===== src/rtl/ann_defs.sv =====
// Shared widths, FSM encoding and Q8.8 constants for the row-MAC datapath and the
// activation stage.
package ann_defs;
  localparam int unsigned N    = 28;
  localparam int unsigned DW   = 16;
  localparam int unsigned AW   = 5;
  localparam int unsigned FRAC = 8;
  localparam int unsigned ACCW = 40;

  typedef enum logic [2:0] {
    IDLE  = 3'd0,
    FETCH = 3'd1,
    DRAIN = 3'd2,
    FINAL = 3'd3,
    OUT   = 3'd4
  } state_e;

  localparam logic [DW-1:0] ONE  = 16'h0100;
  localparam logic [DW-1:0] QMAX = 16'h7FFF;
  localparam logic [DW-1:0] QMIN = 16'h8000;
endpackage


===== src/rtl/q88_sat.sv =====
// Arithmetic right shift of a wide signed accumulator followed by saturation to Q8.8.
module q88_sat
  import ann_defs::*;
#(
  parameter int unsigned IW = ACCW,
  parameter int unsigned SH = FRAC
) (
  input  logic signed [IW-1:0] din,
  output logic        [DW-1:0] dout,
  output logic                 ovf
);
  logic signed [IW-1:0] shifted;

  always_comb begin
    shifted = din >>> SH;
    dout    = shifted[DW-1:0];
    ovf     = 1'b0;
    // Fits in DW bits only when every bit above the result sign bit matches it.
    if (!(&shifted[IW-1:DW-1]) && (|shifted[IW-1:DW-1])) begin
      ovf  = 1'b1;
      dout = shifted[IW-1] ? QMIN : QMAX;
    end
  end
endmodule


===== src/rtl/weight_row_mac.sv =====
// Row dot-product engine: walks both BRAMs, multiply-accumulates, adds bias,
// saturates to Q8.8 and presents the result over valid/ready.
module weight_row_mac
  import ann_defs::*;
(
  input  logic          CLK,
  input  logic          RST,
  input  logic          START,
  input  logic [DW-1:0] BIAS,
  output logic          BUSY,
  output logic [AW-1:0] W_ADDR,
  output logic          W_EN,
  input  logic [DW-1:0] W_DO,
  output logic [AW-1:0] X_ADDR,
  output logic          X_EN,
  input  logic [DW-1:0] X_DO,
  output logic [DW-1:0] OUT_DATA,
  output logic          OUT_VALID,
  input  logic          OUT_READY,
  output logic          OUT_OVF
);
  state_e                   state;
  logic                     drain_cnt;
  logic signed [DW-1:0]     bias_q;
  logic signed [2*DW-1:0]   prod;
  logic                     prod_vld;
  logic signed [ACCW-1:0]   acc;
  logic signed [ACCW-1:0]   bias_ext;
  logic signed [ACCW-1:0]   sum;
  logic        [DW-1:0]     sat_data;
  logic                     sat_ovf;

  assign X_ADDR   = W_ADDR;
  assign X_EN     = W_EN;
  assign bias_ext = {{(ACCW-DW){bias_q[DW-1]}}, bias_q};
  assign sum      = acc + (bias_ext <<< FRAC);

  q88_sat #(
    .IW(ACCW),
    .SH(FRAC)
  ) u_sat (
    .din (sum),
    .dout(sat_data),
    .ovf (sat_ovf)
  );

  always_ff @(posedge CLK or posedge RST) begin
    if (RST) begin
      state     <= IDLE;
      drain_cnt <= 1'b0;
      bias_q    <= '0;
      prod      <= '0;
      prod_vld  <= 1'b0;
      acc       <= '0;
      W_ADDR    <= '0;
      W_EN      <= 1'b0;
      BUSY      <= 1'b0;
      OUT_DATA  <= '0;
      OUT_VALID <= 1'b0;
      OUT_OVF   <= 1'b0;
    end else begin
      prod_vld <= 1'b0;
      if (prod_vld) acc <= acc + {{(ACCW-2*DW){prod[2*DW-1]}}, prod};
      unique case (state)
        IDLE: begin
          if (START) begin
            bias_q <= BIAS;
            acc    <= '0;
            W_ADDR <= '0;
            W_EN   <= 1'b1;
            BUSY   <= 1'b1;
            state  <= FETCH;
          end
        end
        FETCH: begin
          // Read data for the current address arrived on the preceding negedge.
          prod     <= $signed(W_DO) * $signed(X_DO);
          prod_vld <= 1'b1;
          if (W_ADDR == AW'(N - 1)) begin
            W_EN      <= 1'b0;
            drain_cnt <= 1'b0;
            state     <= DRAIN;
          end else begin
            W_ADDR <= W_ADDR + AW'(1);
          end
        end
        DRAIN: begin
          drain_cnt <= 1'b1;
          if (drain_cnt) state <= FINAL;
        end
        FINAL: begin
          OUT_DATA <= sat_data;
          OUT_OVF  <= sat_ovf;
          state    <= OUT;
        end
        OUT: begin
          if (OUT_VALID && OUT_READY) begin
            OUT_VALID <= 1'b0;
            OUT_OVF   <= 1'b0;
            BUSY      <= 1'b0;
            state     <= IDLE;
          end else begin
            OUT_VALID <= 1'b1;
          end
        end
        default: state <= IDLE;
      endcase
    end
  end
endmodule

===== config.mk =====
export PLATFORM = sky130hd
export DESIGN_NAME = weight_row_mac
export DESIGN_NICKNAME = d
export VERILOG_FILES = /design/src/rtl/ann_defs.sv /design/src/rtl/q88_sat.sv /design/src/rtl/weight_row_mac.sv
export SDC_FILE = /design/constraint.sdc
export NUM_CORES = 1
export LEC_CHECK = 0
export ABC_AREA = 0
export CAP_MARGIN = 20
export CORE_MARGIN = 1
export CORE_UTILIZATION = 39
export CTS_BUF_LIST = sky130_fd_sc_hd__clkbuf_4 sky130_fd_sc_hd__clkbuf_8 sky130_fd_sc_hd__clkbuf_16
export CTS_CLUSTER_SIZE = 25
export DETAILED_ROUTE_END_ITERATION = 8
export DONT_BUFFER_PORTS = 1
export PLACE_DENSITY = 0.6
export SLEW_MARGIN = 20
export SYNTH_ARGS = -nofsm -noshare
export SYNTH_HDL_FRONTEND = slang
export SYNTH_SLANG_ARGS = --single-unit

===== constraint.sdc =====
create_clock -name CLK -period 4.25 [get_ports CLK]
set_input_delay 0.6375 -clock CLK [delete_from_list [all_inputs] [get_ports CLK]]
set_output_delay 0.6375 -clock CLK [all_outputs]
set_load 0.01 [all_outputs]

==> reports/results.md, run 1 <==
• complete, but fails checks — result of the run
• DRC, setup timing — violated checks
• 530 ps — delay of the slowest critical-path stage
• -1360 ps — setup slack after layout
• 13 — depth of the most critical reg-to-reg path
• 0 — Routed Antenna Nets
• 77 — number of distinct library cells after synthesis
• 79 — # rows
• 2129 — cell count after synthesis
• 4 — H-tree depth reported by CTS
• 0 — IO Port Bufs
• 28.4% — share of the synthesized area in the top cell type
• clkbuf_16 — cell chosen for the clock root
• 0.0468 mm^2 — core footprint
• 220 um — height of the chip
• 14326 — vias
• fa_1 — critical path's slowest cell
• 118 — number of synthesized register bits
• dfrtp_1 — most frequently used flop master after synthesis
• 2 — maximum clock path buffer count
• 35.7 mm — detailed placer's ending HPWL
• 60 ps — clock-pin slew on the worst setup and hold paths
• 8.74 um^2 — Syn Area/Cell
• 13.3% — Layout Area Growth over Synthesis
• 5 — Worst Path Buf+Inv
• -20180 ps — final sum of negative setup slack
• input port — crit start category
• 23 — stages on the worst setup path
• 183 ps — worst hold margin
• fa_1 — biggest area consumer among synthesized cells
• 1030 ps — slew at the pin closest to its max-slew limit
• and2_4, fa_1, inv_1, fa_1, fa_1, inv_2, fa_1, fa_1, inv_1, fa_1, inv_2, ha_4, buf_6, a21o_1, a21o_1, a21oi_4, o22a_1, o31ai_4, o211ai_1, nand3_1, a31oi_1, xnor2_1, o21ai_1 — list of cells traversed by the critical path
• 220 um — die width
• 0.0486 mm^2 — overall die area
• 2598 — synthesized netlist net count
• 5610 ps — Tmin final
• 0.863 — gpl congestion
• 15.9% — register area share after synthesis
• 7.86 ps — worst clock skew
• 0 — number of max-capacitance violations reported
• 12.3% — share of cells above drive strength 1
• done — TritonCTS clock tree
• 0 — count of flip-flops with a built-in enable after synthesis
• 440 ps — clock insertion delay at the later pin of the skew report
• 4540 ps — required arrival time at the worst endpoint
• adder cells — largest delay contributor family on the critical path
• 14981 — via count of the first global-routing pass
• 100% — Synth async-reset ratio
• inv_1 — most common library cell in the layout ignoring fill and taps
• 12 — final routed DRC violation total
• 0 — antenna cell count
• flip-flop — crit path capture type
• 0 — hold violation count in the final report
• 15.6 um — wire length per cell
• 17 — number of buffers created by CTS
• 73.8 mm — global-route wire length before repair
• 0 — total congestion overflow after global routing
• fa_1 — CP most frequent cell
• 132% — crit share post-route
• 5890 ps — critical path arrival
• 118 — CTS Sinks
• 677 — count of routing violations after the opening detailed-route iteration
• 45.1% — utilization after layout
• 83 — ports placed on the boundary
• 31.6% — worst slew margin relative to its limit
• 0 — Hold-fix buffers, CTS
• 18.8% — GRT Overall Usage
• 22 — Setup violations, final
• 6 — count of TritonRoute iterations in the first routing pass
• 0 — number of warning messages in the yosys log
• yes — unrepaired setup endpoints after global routing
• fa_1 28%, dfrtp_1 16%, ha_1 10% — leading post-synthesis cells by cell area
• input port to async pin — type of the most critical hold path
• input port to flip-flop — Critical Setup Path Class
• 0 — number of antenna violations at the first check in global routing
• 59 — largest net degree at the start of global routing
• 16 — largest driver fanout on the critical path
• 2655 — Final nets
• 0.178 GHz — achievable frequency
• 340 x inv_1, 282 x nand2_1, 253 x fa_1, 138 x ha_1, 117 x dfrtp_1 — commonest cells after routing, fill and taps aside
• 0.0186 mm^2 — post-synthesis instance area
• 43.7 mm — Total Wirelength
• 5.11 — Vias/cell
• 39.8% — initial core utilization
• 0 — fin. max-slew vios
cell usage after synthesis, drive strengths merged, types with 4 or more instances:
library cell  instances
nor3b                 4
nand3b                5
or2                   7
a21o                 40
dfrtp               118
a21oi                95
nor3                 27
mux2i                28
nand4b                4
o311ai               20
o2111ai               4
or4                   4
nor2b                 9
clkbuf               59
o21ai                75
ha                  153
xnor2                50
nand3                44
o211ai               10
a211o                 4
and3                 16
nor4b                 4
buf                  21
nand2               290
inv                 349
xor2                 38
nand2b               20
o31ai                13
or3                  15
nor4                  7
o21a                 18
o21bai               10
and4                  4
a31oi                13
a211oi               17
nor2                 97
nand4                15
fa                  264
and2                125
worst reg2reg max path, stage by stage, from the launching register on:
cell and delay, ps:
dfrtp_1 410, ha_1 220, inv_1 70, fa_1 410, nand2b_1 180, a21o_1 210, a311oi_2 420, or4_1 180
nand4b_1 110, nor4_1 380, nand4b_1 210, nor4b_4 330, a21oi_2 220, o311ai_0 410
path summary, 6_finish.rpt:
path / startpoint / endpoint / slack, ps
max reg2reg: acc[8] / OUT_DATA[7] / 360
min reg2reg: prod[23] / prod[23] / 470
min in group CLK: BIAS[10] / bias_q[10] / 300
max in group asynchronous: RST / W_ADDR[4] / 3130
max: W_DO[10] / prod[31] / -1360
min: RST / bias_q[5] / 180
stage by stage:
step | cells | area [um^2] | worst slack [ps]
2_1_floorplan | 2129 | 19000 | -1610
3_3_place_gp | 2766 | 20100 | -1840
3_5_place_dp | 2766 | 20100 | -1910
4_1_cts | 2797 | 20900 | -1370
5_1_grt | 2803 | 21100 | -1560
6_report | 2803 | 21100 | -1360
sequential cells by signal, indices dropped and copies added, names as in the netlist:
signal / flops
OUT_VALID: 1
W_ADDR: 5
OUT_DATA: 16
acc: 40
BUSY: 1
drain_cnt: 1
bias_q: 16
prod: 32
OUT_OVF: 1
W_EN: 1
state: 3
prod_vld: 1
cell type report:
cell class | count | area (um^2)
multi-input cells | 1580 | 14500
clock inverters | 7 | 96.3
flip-flops and latches | 118 | 2950
inverters | 351 | 1320
repair buffers | 118 | 938
fillers | 4500 | 25700
well taps | 607 | 759
clock buffers | 22 | 494
what timing repair did:
item	in CTS	in global routing
cloned	0	0
setup buffers	2	6
pin swaps	41	25
setup endpoints to repair	22	23
resized for setup	47	35
per-layer routing:
layer / routed length, um / up-vias / GRT usage (%) / part of all wire [%]
li1: - / 7013 / - / -
met1: 21300 / 7001 / 25.9 / 49
met2: 19700 / 271 / 30.7 / 45
met3: 1990 / 41 / 2.83 / 4.5
met4: 674 / 0 / 5.06 / 1.5
met5: 0 / - / 0 / 0
kinds of logic (layout without fill, tap and decap cells):
logic type                 after synthesis  after routing  synth area share, %
buffers and inverters                  431            498                 8.96
and+or+nand+nor                        700            700                 18.2
xor gates and xnor gates                88             88                 4.14
AOI/OAI and AO/OA                      347            347                 12.6
muxes                                   28             28                 1.51
DFF                                    118            118                 15.9
adders and majority gates              417            417                 38.7
Power of run 1 is not shown: default switching activity piles up to over one toggle a cycle in this logic, so the estimate is an artifact.
==> run 2: changes to the inputs <==
clock period = 6.2 ns   (was 4.25 ns; I/O delays follow)
==> reports/results.md, run 2 (synthesis results as in run 1) <==
• input port — crit start category, unchanged
• 96.5% — crit share post-route
• 16 — largest driver fanout on the critical path, unchanged
• 11 — depth of the most critical reg-to-reg path, was 13
• 43.2% — utilization after layout, was 45.1%
• 0.0141 mm^2 — area taken by multi-input logic gates, was 0.0145 mm^2
• 74 — largest net degree at the start of global routing, was 59
• 11 — final routed DRC violation total, was 12
• 15.5 um — wire length per cell, was 15.6 um
• 6550 ps — required arrival time at the worst endpoint, was 4540 ps
• 83 — ports placed on the boundary, unchanged
• 0.167 GHz — achievable frequency
• 0 — fin. max-slew vios, unchanged
• 4611 — number of filler cells placed in the layout, was 4500
• met2 — most crowded layer after global routing, unchanged
• 0 — antenna cell count, unchanged
• -322 ps — setup slack after placement, was -1910 ps
• 42.5 mm — Total Wirelength, was 43.7 mm
• 440 ps — clock insertion delay at the later pin of the skew report, about the same
• flip-flop to flip-flop — type of the most critical hold path, was input port to async pin
• inv_1 — most common library cell in the layout ignoring fill and taps, unchanged
• 2150 ps — worst reg-to-reg setup slack, was 360 ps
• fa_1 — critical path's slowest cell, unchanged
• 0 — number of antenna violations at the first check in global routing, unchanged
• 8.44 ps — worst clock skew, was 7.86 ps
• 2584 — Final nets, was 2655
• 0 — total congestion overflow after global routing, unchanged
• 5.83% — share of cells above drive strength 1, was 12.3%
• 79 — # rows, unchanged
• 6340 ps — critical path arrival, was 5890 ps
• 5.12 — Vias/cell, was 5.11
• 690 — count of routing violations after the opening detailed-route iteration, was 677
• 220 um — die width, unchanged
• 0 — IO Port Bufs, unchanged
• 4 — H-tree depth reported by CTS, unchanged
• bias_q[15] — launching point of the worst reg2reg path, was acc[8]
• complete, but fails checks — result of the run, unchanged
• 73.7 mm — global-route wire length before repair, was 73.8 mm
• 118 — CTS Sinks, unchanged
• done — TritonCTS clock tree, unchanged
• 0.00295 mm^2 — combined flip-flop and latch cell area, unchanged
• 14669 — via count of the first global-routing pass, was 14981
• prod[23] — worst hold endpoint
• 17 — number of buffers created by CTS, unchanged
• 8.56% — Layout Area Growth over Synthesis, was 13.3%
• OUT_DATA[7] — terminus of the critical flop-to-flop path, unchanged
• 5990 ps — Tmin final
• 39.8% — initial core utilization, unchanged
• 50 ps — clock-pin slew on the worst setup and hold paths, was 60 ps
• acc — register ranked first by flip-flop count, unchanged
• clkbuf_16 — cell chosen for the clock root, unchanged
• fa_1 — CP most frequent cell, unchanged
• 347 x inv_1, 290 x nand2_1, 262 x fa_1, 147 x ha_1, 123 x and2_1 — commonest cells after routing, fill and taps aside, was 340 x inv_1, 282 x nand2_1, 253 x fa_1, 138 x ha_1, 117 x dfrtp_1
• 18.7% — GRT Overall Usage, was 18.8%
• 40 — flip-flop count of the largest register after layout, unchanged
• 0 — number of max-capacitance violations reported, unchanged
• 0 — Setup violations, final, was 22
• 0.867 — gpl congestion, was 0.863
• 34.7 mm — detailed placer's ending HPWL, was 35.7 mm
• 0 — Routed Antenna Nets, unchanged
• 0.0486 mm^2 — overall die area, unchanged
• 14002 — vias, was 14326
• and2_4, fa_1, inv_1, fa_1, fa_1, inv_1, fa_1, fa_1, inv_1, fa_1, inv_1, ha_4, and4_1, and4_1, o311ai_2, a21boi_2, nor2_2, a2111o_1, nand3b_1, a21oi_1, xor2_1, o21ai_0 — list of cells traversed by the critical path, was and2_4, fa_1, inv_1, fa_1, fa_1, inv_2, fa_1, fa_1, inv_1, fa_1, inv_2, ha_4, buf_6, a21o_1, a21o_1, a21oi_4, o22a_1, o31ai_4, o211ai_1, nand3_1, a31oi_1, xnor2_1, o21ai_1
• 0 — Hold-fix buffers, CTS, unchanged
• 26.8% — met1 usage, was 25.9%
• 0 — hold violation count in the final report, unchanged
• acc: 40 flops, prod: 32 flops — leading registers by flop count, unchanged
• 2 — maximum clock path buffer count, unchanged
• 530 ps — delay of the slowest critical-path stage, about the same
• 2.63% — met3 Usage GRT, was 2.83%
• flip-flop — crit path capture type, unchanged
• 220 um — height of the chip, unchanged
• 1020 ps — slew at the pin closest to its max-slew limit, was 1030 ps
• 214 ps — setup slack after layout, was -1360 ps
• 31.6% — worst slew margin relative to its limit, about the same
• prod[23] — origin of the worst min-delay path
• 0.0468 mm^2 — core footprint, unchanged
• 2 — worst hold path depth
• 7 — count of TritonRoute iterations in the first routing pass, was 6
• DRC — violated checks, was DRC, setup timing
• 29.9% — met2 usage, was 30.7%
• input port to flip-flop — Critical Setup Path Class, unchanged
run 2: cell count changes in the layout (fill, tap and decap cells not counted), sizes merged:
cell and change:
buf -71, bufinv +5, clkbuf -2, clkinv -2, clkinvlp +1, inv +1
run 2: worst max-delay path by stage:
stage,to,slack [ps],cells after the start,startpoint
finish,prod[28],210,22,W_DO[12]
global route,prod[31],-30,23,W_DO[14]
CTS,prod[28],160,22,W_DO[12]
detailed placement,prod[28],-320,22,W_DO[12]
global placement,prod[28],-180,22,W_DO[7]
floorplan,prod[28],5,23,X_DO[4]
run 2: worst max-delay path, delay by kind of cell:
family                     cells  cell delay, ps
xor gates and xnor gates       1             140
and+or+nand+nor                5             770
buffers and inverters          4             210
adders and majority gates      7            3220
AOI/OAI and AO/OA              5            1050
run 2: repair_timing:
action | CTS | global route
gates resized for setup | 0 | 11
buffers inserted | 0 | 1
endpoints found under the setup margin | 0 | 5
run 2: metal layers:
metal / routed length (um) / share of wire, % / vias to the layer above
met5: 0 / 0 / -
met4: 420 / 0.99 / 0
met3: 2020 / 4.8 / 27
met2: 18900 / 44 / 297
met1: 21200 / 50 / 6800
li1: - / - / 6878
run 2: through the flow:
step	cells	setup TNS [ps]	hold WS, ps	area, um^2
6_report	2735	0	481	20200
5_1_grt	2735	-29.8	508	20200
4_1_cts	2734	0	489	20100
3_5_place_dp	2702	-1600	473	19400
3_3_place_gp	2702	-891	462	19400
2_1_floorplan	2129	0	445	18700
run 2: layout make-up:
cell class,count,share of cell area (%)
clock buffer,20,2.28
sequential,118,14.6
multi-input combinational,1580,69.8
clock inverter,12,1.22
timing repair buffer,47,1.75
tap,607,3.76
inverter,351,6.56
Power of run 2 is left out for the same reason.
==> run 3: changes to the inputs <==
clock period = 6.85 ns   (was 6.2 ns; I/O delays follow)
==> reports/results.md, run 3 (synthesis results as in run 1) <==
• complete, but fails checks — result of the run, unchanged
• DRC — violated checks, unchanged
• 0 — Setup Buffers After CTS, unchanged
• 0 ps — final sum of negative setup slack, unchanged
• 40 — flip-flop count of the largest register after layout, unchanged
• 542 ps — setup slack after layout, was 214 ps
• 17 — number of buffers created by CTS, unchanged
• 0.159 GHz — achievable frequency
• 1010 ps — slew at the pin closest to its max-slew limit, was 1020 ps
• 3.26% — share of cells above drive strength 1, was 5.83%
• 2 — worst hold path depth, unchanged
• 0 — total congestion overflow after global routing, unchanged
• input port — crit start category, unchanged
• 0 — number of max-capacitance violations reported, unchanged
• 2.28 mm — metal3 WL, was 2.02 mm
• 0 — Routed Antenna Nets, unchanged
• 21.6 mm — length of routed wiring on met1, was 21.2 mm
• 118 — CTS Sinks, unchanged
• 9 — final routed DRC violation total, was 11
• 0.0486 mm^2 — overall die area, unchanged
• 11 — depth of the most critical reg-to-reg path, unchanged
• acc: 40 flops, prod: 32 flops — leading registers by flop count, unchanged
• 5.13 — Vias/cell, was 5.12
• 220 um — height of the chip, unchanged
• 0.00295 mm^2 — combined flip-flop and latch cell area, unchanged
• 0 — antenna cell count, unchanged
• 0 — fin. max-slew vios, unchanged
• acc — register ranked first by flip-flop count, unchanged
• 10.3 ps — worst clock skew, was 8.44 ps
• 0 — quantity of gates resized following cts, unchanged
• 32.4% — worst slew margin relative to its limit, was 31.6%
• 430 ps — clock insertion delay at the later pin of the skew report, was 440 ps
• no — unrepaired setup endpoints after global routing
• 0.0468 mm^2 — core footprint, unchanged
• input port to flip-flop — Critical Setup Path Class, unchanged
• 73.9 mm — global-route wire length before repair, was 73.7 mm
• 2665 — Inst Count DP, was 2702
• 0.879 — gpl congestion, was 0.867
• 2696 — final non-filler cell total, was 2735
• 16 — largest driver fanout on the critical path, unchanged
• 18.7 mm — detailed route wirelength on metal2, was 18.9 mm
• 92.1% — crit share post-route
• 0.0140 mm^2 — area taken by multi-input logic gates, was 0.0141 mm^2
• 0 — number of antenna violations at the first check in global routing, unchanged
• 72 — largest net degree at the start of global routing, was 74
• clkbuf_16 — cell chosen for the clock root, unchanged
• 220 um — die width, unchanged
• 35.0 mm — detailed placer's ending HPWL, was 34.7 mm
• met4 — top layer used by detailed routing, unchanged
• 13835 — vias, was 14002
• 348 x inv_1, 290 x nand2_1, 264 x fa_1, 153 x ha_1, 124 x and2_1 — commonest cells after routing, fill and taps aside, was 347 x inv_1, 290 x nand2_1, 262 x fa_1, 147 x ha_1, 123 x and2_1
• 39.8% — initial core utilization, unchanged
• 0 — hold violation count in the final report, unchanged
• 60 ps — clock-pin slew on the worst setup and hold paths, was 50 ps
• 7190 ps — required arrival time at the worst endpoint, was 6550 ps
• 83 — ports placed on the boundary, unchanged
• 920 — count of routing violations after the opening detailed-route iteration, was 690
• 43.0 mm — Total Wirelength, was 42.5 mm
• 7 — count of TritonRoute iterations in the first routing pass, unchanged
• 14551 — via count of the first global-routing pass, was 14669
• 0.0191 mm^2 — placed standard-cell area, was 0.0194 mm^2
• 4 — H-tree depth reported by CTS, unchanged
• inv_1 — most common library cell in the layout ignoring fill and taps, unchanged
• 18.9% — GRT Overall Usage, was 18.7%
• 0 — IO Port Bufs, unchanged
• 2546 — Final nets, was 2584
• 0 — Setup violations, final, unchanged
• done — TritonCTS clock tree, unchanged
• 16.0 um — wire length per cell, was 15.5 um
• 5.86% — Layout Area Growth over Synthesis, was 8.56%
• 6310 ps — Tmin final
• 2 — maximum clock path buffer count, unchanged
• 0.0197 mm^2 — Non-Filler Cell Area, Final, was 0.0202 mm^2
• 6650 ps — critical path arrival, was 6340 ps
• flip-flop — crit path capture type, unchanged
• 61.9 ps — setup slack after placement, was -322 ps
• 4585 — number of filler cells placed in the layout, was 4611
• 79 — # rows, unchanged
• 0 — Hold-fix buffers, CTS, unchanged
• flip-flop to flip-flop — type of the most critical hold path, unchanged
==> run 3: cell type report <==
type,instances,share of cell area (%)
Inverter,351,6.70
Tap cell,607,3.86
Multi-Input combinational cell,1580,71.0
Clock inverter,7,0.477
Timing Repair Buffer,9,0.343
Sequential cell,118,15.0
Clock buffer,24,2.59
==> run 3: final timing paths <==
path                       startpoint     endpoint  slack (ps)
max in group asynchronous         RST     prod[27]        5020
max                           X_DO[4]     prod[28]         540
min reg2reg                  prod[23]     prod[23]         470
min in group asynchronous         RST  OUT_DATA[0]         670
min                          prod[23]     prod[23]         470
max reg2reg                bias_q[15]  OUT_DATA[4]        2700
==> run 3: stage by stage <==
step                      util, %  hold slack, ps
after CTS                    42.1             482
after global placement       40.8             461
after floorplan                 -             445
after global routing         42.1             504
after detailed placement     40.8             467
final                        42.1             473
==> run 3: worst max-delay path, cell delays in order <==
cell and delay (ps):
and2_1 160, fa_1 530, inv_1 50, fa_1 460
fa_1 520, inv_1 60, fa_1 500, fa_1 500
inv_1 50, fa_1 470, inv_1 40, ha_1 360
and4_1 230, and4_1 190, o311ai_0 160, a21boi_0 320
nor2_1 130, a2111o_1 420, nand3b_1 100, a21oi_1 80
xor2_1 140, o21ai_0 150
==> run 3: per-layer routing <==
metal / up-vias / track usage [%]
li1: 6800 / -
met1: 6704 / 27.0
met2: 298 / 29.8
met3: 33 / 3.48
met4: 0 / 3.59
met5: - / 0
Power of run 3 is left out for the same reason.
